## src/rtl/usb_tx_arb_pkg.sv

```systemverilog
// usb_tx_arb_pkg: shared types and constants for the USB full-speed transmit arbiter
//   arb_state_e : arbiter FSM states (IDLE, START, BUSY, GAP)
//   PID_W       : PID width in bits
//   DATA_W      : data byte width in bits
//   oh_idx      : index of the set bit in a one-hot vector of up to 8 bits
package usb_tx_arb_pkg;
   typedef enum logic [1:0] {IDLE, START, BUSY, GAP} arb_state_e;
   localparam int PID_W = 4;
   localparam int DATA_W = 8;
   function automatic int oh_idx(input logic [7:0] oh);
      oh_idx = 0;
      for (int i = 0; i < 8; i++) if (oh[i]) oh_idx = i;
   endfunction
endpackage

```

## src/rtl/usb_rr_pick.sv

```systemverilog
// usb_rr_pick: combinational round-robin one-hot selector
//   req   in  NUM_REQ          request vector
//   ptr   in  clog2(NUM_REQ)   first index to consider, search wraps circularly
//   pick  out NUM_REQ          one-hot winner, 0 when no request
//   valid out 1                any request present
module usb_rr_pick #(
   parameter int NUM_REQ = 4
) (
   input  logic [NUM_REQ-1:0]         req,
   input  logic [$clog2(NUM_REQ)-1:0] ptr,
   output logic [NUM_REQ-1:0]         pick,
   output logic                       valid
);
   // Scan from the far end back towards ptr so the closest request wins.
   always_comb begin
      pick = '0;
      for (int i = NUM_REQ - 1; i >= 0; i--)
         if (req[(int'(ptr) + i) % NUM_REQ]) pick = NUM_REQ'(1) << ((int'(ptr) + i) % NUM_REQ);
   end
   assign valid = |req;
endmodule

```

## src/rtl/usb_fs_tx_arbiter.sv

```systemverilog
// usb_fs_tx_arbiter: round-robin sharing of one USB FS packet transmitter among NUM_REQ sources
//   clk, reset_n              clock, asynchronous active-low reset
//   req/req_pid/req_data_avail/req_data   per-requester request, PID and byte stream
//   req_data_get, grant, done per-requester byte pull, one-hot grant, end-of-packet pulse
//   timeout                   abort pulse (busy watchdog)
//   tx_pkt_start/tx_pid/tx_data_avail/tx_data/tx_data_get/tx_pkt_end  transmitter side
//   Macro USB_TX_ARB_TIMEOUT_EN enables the TIMEOUT_CYCLES busy watchdog.
module usb_fs_tx_arbiter
   import usb_tx_arb_pkg::*;
#(
   parameter int NUM_REQ        = 4,
   parameter int GAP_CYCLES     = 8,
   parameter int TIMEOUT_CYCLES = 4096
) (
   input  logic                      clk,
   input  logic                      reset_n,
   input  logic [NUM_REQ-1:0]        req,
   input  logic [PID_W*NUM_REQ-1:0]  req_pid,
   input  logic [NUM_REQ-1:0]        req_data_avail,
   input  logic [DATA_W*NUM_REQ-1:0] req_data,
   output logic [NUM_REQ-1:0]        req_data_get,
   output logic [NUM_REQ-1:0]        grant,
   output logic [NUM_REQ-1:0]        done,
   output logic                      timeout,
   output logic                      tx_pkt_start,
   output logic [PID_W-1:0]          tx_pid,
   output logic                      tx_data_avail,
   output logic [DATA_W-1:0]         tx_data,
   input  logic                      tx_data_get,
   input  logic                      tx_pkt_end
);
   localparam int PW = $clog2(NUM_REQ);
   localparam int GW = GAP_CYCLES > 1 ? $clog2(GAP_CYCLES) : 1;
   arb_state_e state, state_n;
   logic [PW-1:0] rr_ptr;
   logic [GW-1:0] gap_cnt;
   logic [NUM_REQ-1:0] pick;
   logic valid, fin, abort;
   int g, p;
   usb_rr_pick #(.NUM_REQ(NUM_REQ)) u_pick (.req(req), .ptr(rr_ptr), .pick(pick), .valid(valid));
   assign g = oh_idx(8'(grant));
   assign p = oh_idx(8'(pick));
   assign tx_pkt_start = state == START;
   assign req_data_get = tx_data_get ? grant : '0;
   assign tx_data_avail = |(grant & req_data_avail);
   assign tx_data = |grant ? req_data[g*DATA_W +: DATA_W] : '0;
   assign fin = state == BUSY && (tx_pkt_end || abort);
`ifdef USB_TX_ARB_TIMEOUT_EN
   localparam int TW = TIMEOUT_CYCLES > 1 ? $clog2(TIMEOUT_CYCLES) : 1;
   logic [TW-1:0] busy_cnt;
   // A tx_pkt_end on the limit cycle wins: it is a normal completion.
   assign abort = state == BUSY && !tx_pkt_end && busy_cnt == TW'(TIMEOUT_CYCLES - 1);
   always_ff @(posedge clk or negedge reset_n)
      if (!reset_n) busy_cnt <= '0;
      else if (state == START) busy_cnt <= '0;
      else if (state == BUSY) busy_cnt <= busy_cnt + TW'(1);
`else
   logic timeout_unused;
   assign timeout_unused = TIMEOUT_CYCLES != 0;
   assign abort = 1'b0;
`endif
   always_comb begin
      state_n = state;
      case (state)
         IDLE:    state_n = valid ? START : IDLE;
         START:   state_n = BUSY;
         BUSY:    state_n = fin ? (GAP_CYCLES == 0 ? IDLE : GAP) : BUSY;
         default: state_n = gap_cnt == '0 ? IDLE : GAP;
      endcase
   end
   always_ff @(posedge clk or negedge reset_n)
      if (!reset_n) state <= IDLE;
      else state <= state_n;
   always_ff @(posedge clk or negedge reset_n) begin
      if (!reset_n) begin
         grant   <= '0;
         done    <= '0;
         timeout <= 1'b0;
         tx_pid  <= '0;
         rr_ptr  <= '0;
         gap_cnt <= '0;
      end else begin
         done    <= '0;
         timeout <= 1'b0;
         if (state == IDLE && valid) begin
            grant  <= pick;
            tx_pid <= req_pid[p*PID_W +: PID_W];
         end
         if (fin) begin
            done    <= grant;
            timeout <= abort;
            grant   <= '0;
            rr_ptr  <= PW'((g + 1) % NUM_REQ);
            gap_cnt <= GW'(GAP_CYCLES - 1);
         end else if (state == GAP && gap_cnt != '0) gap_cnt <= gap_cnt - GW'(1);
      end
   end
endmodule

```

## config.mk

```make
export PLATFORM = sky130hd
export DESIGN_NAME = usb_fs_tx_arbiter
export DESIGN_NICKNAME = d
export VERILOG_FILES = /design/src/rtl/usb_tx_arb_pkg.sv /design/src/rtl/usb_rr_pick.sv /design/src/rtl/usb_fs_tx_arbiter.sv
export SDC_FILE = /design/constraint.sdc
export NUM_CORES = 1
export LEC_CHECK = 0
export CAP_MARGIN = 20
export CORE_MARGIN = 5
export CORE_UTILIZATION = 41
export DETAILED_ROUTE_END_ITERATION = 8
export PLACE_DENSITY = 0.83
export SYNTH_ARGS = -nofsm -noshare
export SYNTH_HDL_FRONTEND = slang
export SYNTH_SLANG_ARGS = --single-unit
```

## constraint.sdc

```tcl
create_clock -name clk -period 3.05 [get_ports clk]
set_clock_uncertainty 0.1 [all_clocks]
set_input_delay 0.305 -clock clk [delete_from_list [all_inputs] [get_ports clk]]
set_output_delay 0.305 -clock clk [all_outputs]
set_load 0.02 [all_outputs]
```

==> results of run 1 <==
## placed cells by master, fill, tap and decap left out, drive strengths merged, types with 5 or more instances in the layout
cell type	Yosys	routed
and2	5	5
nor2	28	28
ha	15	15
nand2	16	16
dfrtp	19	19
clkdlybuf4s50	0	85
and3	6	6
nor3	5	5
mux2i	11	11
o21ai	5	5
o211ai	5	5
inv	10	10
buf	5	7
o31ai	6	6
a21oi	21	21
## Yosys cell counts (2+ instances only)
cell        n  share of area, %
a211oi_1    2              0.83
a21oi_1    21               5.8
a22oi_1     2              0.83
a2bb2oi_1   4               1.9
and2_1      5               1.7
and3_1      3               1.0
and3_2      3               1.2
buf_6       3               1.9
clkbuf_1    6               1.2
dfrtp_1    19                26
ha_1       15                10
inv_1      10               2.1
mux2_2      2               1.2
mux2i_1    11               6.1
mux4_2      3               3.7
nand2_1    16               3.3
nor2_1     28               5.8
nor2b_1     2              0.69
nor3_1      5               1.4
nor3b_1     4               1.7
o211ai_1    5               2.1
o21a_1      2              0.83
o21ai_0     4               1.1
o22ai_1     3               1.0
o31ai_1     4               1.7
## tightest hold or removal path, stage by stage (launching register included)
cell and delay (ns):
dfrtp_1 0.36, a2bb2oi_1 0.07, o31ai_1 0.06
## stage by stage
| step | std cells | hold WS, ns |
|---|---|---|
| 3_5_place_dp | 339 | 0.3990 |
| 6_report | 343 | 0.4169 |
| 3_3_place_gp | 339 | 0.3826 |
| 2_1_floorplan | 206 | -0.09059 |
| 5_1_grt | 343 | 0.4426 |
| 4_1_cts | 343 | 0.4162 |
## cell type report
type,instances,area (um2)
inverters,10,37.54
multi-input cells,166,1224
fillers,387,1570
repair buffers,92,903.4
flip-flops and latches,19,475.5
clock buffers,3,41.29
well taps,52,65.06
clock inverters,1,7.507
## flip-flops by register name, indices dropped and copies added, names as in the netlist
name / cells
done: 4
state: 2
grant: 4
rr_ptr: 2
tx_pid: 4
gap_cnt: 3
## power breakdown
group / internal, mW / total, mW / switching (mW)
combinational: 0.991 / 2.10 / 1.11
clock: 0.0921 / 0.181 / 0.0887
sequential: 0.356 / 0.481 / 0.124
total: 1.44 / 2.77 / 1.33
## how the worst min path moves through the flow
stage / end / slack (ns) / cells past startpoint
5_1_grt: tx_pid[1] / 0.44 / 2
3_3_place_gp: tx_pid[2] / 0.38 / 2
2_1_floorplan: done[0] / -0.09 / 0
6_report: tx_pid[1] / 0.42 / 2
4_1_cts: tx_pid[1] / 0.42 / 2
3_5_place_dp: tx_pid[1] / 0.40 / 2
## logic make-up (layout without fill, tap and decap cells)
family | count (synthesis) | in the layout | synth area share [%]
xor+xnor | 1 | 1 | 0.4855
flops | 19 | 19 | 26.35
mux | 17 | 17 | 12.55
buf+inv | 21 | 106 | 5.825
other cells | 1 | 1 | 0.2078
fa+ha+maj | 15 | 15 | 10.40
compound gates | 61 | 61 | 24.96
simple gates | 71 | 71 | 19.21
## metal layers
metal  vias up  share of wire, %
met4         0              0.39
met2        30                54
li1        914                 -
met3         2               3.9
met5         -                 0
met1       874                42
==> summary.txt, run 1 <==
Power after layout: 2.765 mW
Pre-CTS WS: 0.2467 ns
Overflow after GRT: 0
H-tree Lvls: 1
Max Slew Vio Count: 0
# resized after CTS: 0
Final ANT Viol Nets: 0
CP endpoint kind: register
Async SR Flop Fraction: 100.0%
Setup TNS: 0 ns
CP endpoint: tx_pid[0]
Max Root-Sink Buffers: 2
CP Depth: 8
Distinct cells, synth: 49
Met1 Use GR: 21.97%
Vias per Instance: 5.306
Worst path cell trace: inv_1 -> ha_1 -> mux4_2 -> a31o_1 -> a211oi_2 -> o31ai_2 -> nor3_1 -> o31ai_1
TritonCTS Sinks: 19
Crit path max fanout: 8
Reg2Reg Launch Point: rr_ptr[0]
Setup Viol. Count Final: 0
Io pins: 87
CTS Buf Count: 3
Dpl cell area: 2705 um2
Final setup margin: 0.3557 ns
Layout cells sized above 1: 8.935%
Syn Area/Cell: 8.758 um2
Most used routing layer: met2
Synth Instances: 206
Peak VDD IR: 529.8 uV
CTS tree: done
HP Class: register to register
Root buf cell: clkbuf_8
DR WL/cell: 15.59 um
Netlist Area Pre-Place: 1804 um2
Antenna violations before repair: 0
Critical Path RT: 3.12 ns
Site row count: 24
Fin area: 2754 um2
Final GP Congestion: 0.8366
Tcrit/Tclk final: 88.34%
Insertion delay to the later sink of the worst-skew pair: 0.26 ns
Fin util: 63.69%
Die Y-Extent: 76.34 um
GR Layer Usage met2: 31.34%
Vias in the first global route: 1712
PortBufs: 85
Sequential area share after synthesis: 26.35%
Worst Tran Pin Value: 0.8515 ns
Power per Cell Area: 1004 nW/um2
Crit path from: rr_ptr[0]
CP bufs+invs: 1
Final worst path period need: 2.694 ns
Total leakage power: 1.156 nW
Hold Crit Start: tx_pid[1]
Worst reg2reg path depth: 8
Global-route wire length before repair: 8445 um
Slowest CP cell: o31ai_2
Status: completed
Clock slew seen by the registers of the worst setup and hold paths: 0.07 ns
CP arrival: 2.76 ns
Vias: 1820
R2R setup slack: 0.36 ns
Fin nets: 367
GRT Total Usage: 17.31%
Yosys warnings: 0
Post-CTS Setup Inserts: 0
Grt met3 use: 3.310%
First drt pass iteration count: 4
RSZ-0062 raised after global routing: false
# hold bufs at CTS: 0
Synth Flop Type: dfrtp_1
# Max-Cap Violations: 0
Ant. Diodes: 0
Slew HR: 43.05%
Worst path top cell family by delay: compound AO/OA/AOI/OAI gates
Worst flop-to-flop path endpoint: tx_pid[0]
Startpoint Class: register
Initial DRC Count: 110
Post-synth EDFFs: 0
FF+latch count, synth: 19
Worst Path Class, Setup: register to register
Layout area overhead: 52.64%
Max incr delay on CP: 0.61 ns
DIE AREA: 5827 um2
Die Wd: 76.34 um
Synthesized Nets: 281
Hold Fails Final Rpt: 0
Max Freq: 0.3712 GHz
Total Routed Length: 5348 um
DRC violations left: 0
Largest net degree at the start of global routing: 24
Core Region: 4324 um2
Starting density of the core: 41.72%
Hpwl dp: 4290 um
(Power assumes the default switching activity.)
==> run 2: changes to the inputs <==
--- a/config.mk
+++ b/config.mk
@@ -6,10 +6,10 @@
 export NUM_CORES = 1
 export LEC_CHECK = 0
 export CAP_MARGIN = 20
-export CORE_MARGIN = 5
-export CORE_UTILIZATION = 41
+export CORE_MARGIN = 2
+export CORE_UTILIZATION = 40
 export DETAILED_ROUTE_END_ITERATION = 8
-export PLACE_DENSITY = 0.83
+export PLACE_DENSITY = 0.81
 export SYNTH_ARGS = -nofsm -noshare
 export SYNTH_HDL_FRONTEND = slang
 export SYNTH_SLANG_ARGS = --single-unit
==> run 2 against run 1 <==
  * Critical endpoint is now tx_pid[2]
  * Sequential share of layout area hardly changed
  * Wire length is 6.5% lower
  * Largest cell class unchanged
  * Clock-buffer cell count stayed put
  * Critical path type unchanged
  * Sequential power is 13% lower
  * Total power is 0.91% lower
  * Worst setup slack better by 0.010 ns
==> summary.txt, run 2 (synthesis gave the netlist of run 1 again) <==
PortBufs: 85
First drt pass iteration count: 4
Fin nets: 367
Fin util: 63.13%
Vias per Instance: 5.245
Worst Path Class, Setup: register to register
Layout area overhead: 52.36%
Layout cells sized above 1: 8.935%
Peak VDD IR: 505.3 uV
Total leakage power: 1.159 nW
Largest registers: done (4), grant (4), tx_pid (4)
H-tree Lvls: 1
Site row count: 24
Ant. Diodes: 0
Max Slew Vio Count: 0
Clock slew seen by the registers of the worst setup and hold paths: 0.07 ns
Core Region: 4354 um2
# resized after CTS: 0
Max Freq: 0.3726 GHz
Largest net degree at the start of global routing: 24
Final worst path period need: 2.684 ns
DR WL/cell: 14.57 um
Hold Fails Final Rpt: 0
Io pins: 87
Vias: 1799
Startpoint Class: register
HP Class: register to register
Insertion delay to the later sink of the worst-skew pair: 0.27 ns
Starting density of the core: 41.44%
Power after layout: 2.740 mW
Critical Path RT: 3.09 ns
Die Wd: 71.16 um
Final ANT Viol Nets: 0
CP endpoint kind: register
Hpwl dp: 3965 um
Most common cell after layout, fill and taps aside: clkdlybuf4s50_1
Post-CTS Setup Inserts: 0
Overflow after GRT: 0
DIE AREA: 5064 um2
# Max-Cap Violations: 0
CTS tree: done
CTS Buf Count: 3
Total Routed Length: 4999 um
Number of fill cells in the layout: 380
Tcrit/Tclk final: 87.99%
Die Y-Extent: 71.16 um
Most frequent cells in the layout: clkdlybuf4s50_1, nor2_1, a21oi_1, dfrtp_1, nand2_1
Hold slack: 0.4095 ns
TritonCTS Sinks: 19
Root buf cell: clkbuf_8
Crit path max fanout: 9
Worst Tran Pin Value: 0.8604 ns
# hold bufs at CTS: 0
Initial DRC Count: 87
Max Root-Sink Buffers: 2
RSZ-0062 raised after global routing: false
Final GP Congestion: 0.8297
Status: completed
Setup TNS: 0 ns
Setup Viol. Count Final: 0
DRC violations left: 0
Slew HR: 42.46%
CP arrival: 2.73 ns
Power per Cell Area: 996.9 nW/um2
Antenna violations before repair: 0
GRT Total Usage: 20.86%
Vias in the first global route: 1871
Global-route wire length before repair: 8597 um
==> run 2: cell count changes in the layout (fill, tap and decap cells not counted) <==
cell	before	now
clkinvlp_4	1	0
buf_2	0	1
clkinv_2	0	1
buf_4	7	6
==> run 2: worst max-delay path: stages (launching register included) <==
cell and delay [ns]:
dfrtp_1 0.38, inv_1 0.21, ha_1 0.34, mux4_2 0.43
a2111o_1 0.43, a22oi_4 0.26, nor3b_1 0.30, o31ai_1 0.12
==> run 2: path summary, 6_finish.rpt <==
path                                 from         to  slack, ns  cells after the start
worst min-delay path            tx_pid[2]  tx_pid[2]       0.41                      2
min in group asynchronous         reset_n    done[0]       0.42                      1
worst max-delay path            rr_ptr[0]  tx_pid[2]       0.37                      7
max in group asynchronous         reset_n  tx_pid[2]       1.89                      1
worst min register to register  tx_pid[2]  tx_pid[2]       0.41                      2
worst max register to register  rr_ptr[0]  tx_pid[2]       0.37                      7
==> run 2: final cells by class <==
type,count,area (um2),area share [%]
Multi-Input combinational cell,166,1224,44.52
Timing Repair Buffer,92,900.9,32.77
Sequential cell,19,475.5,17.30
Tap cell,52,65.06,2.367
Clock buffer,3,41.29,1.502
Inverter,10,37.54,1.365
Clock inverter,1,5.005,0.1821
==> run 2: report_power, final <==
part	switching [mW]	internal, mW
clock	0.0897	0.0912
sequential	0.0630	0.357
combinational	1.15	0.986
==> run 2: metal layers <==
metal | share of wire, % | vias up | global-route usage (%)
met5 | 0 | - | 0
li1 | - | 916 | -
met1 | 43 | 841 | 26.58
met4 | 2.0 | 0 | 7.128
met3 | 2.4 | 11 | 3.134
met2 | 52 | 31 | 35.91
==> run 2: through the flow <==
step	worst slack [ns]	cell area, um2	instances
floorplan	0.4996	1804	206
global placement	0.3573	2698	338
detailed placement	0.2454	2703	339
CTS	0.3921	2749	343
global route	0.1465	2749	343
finish	0.3662	2749	343
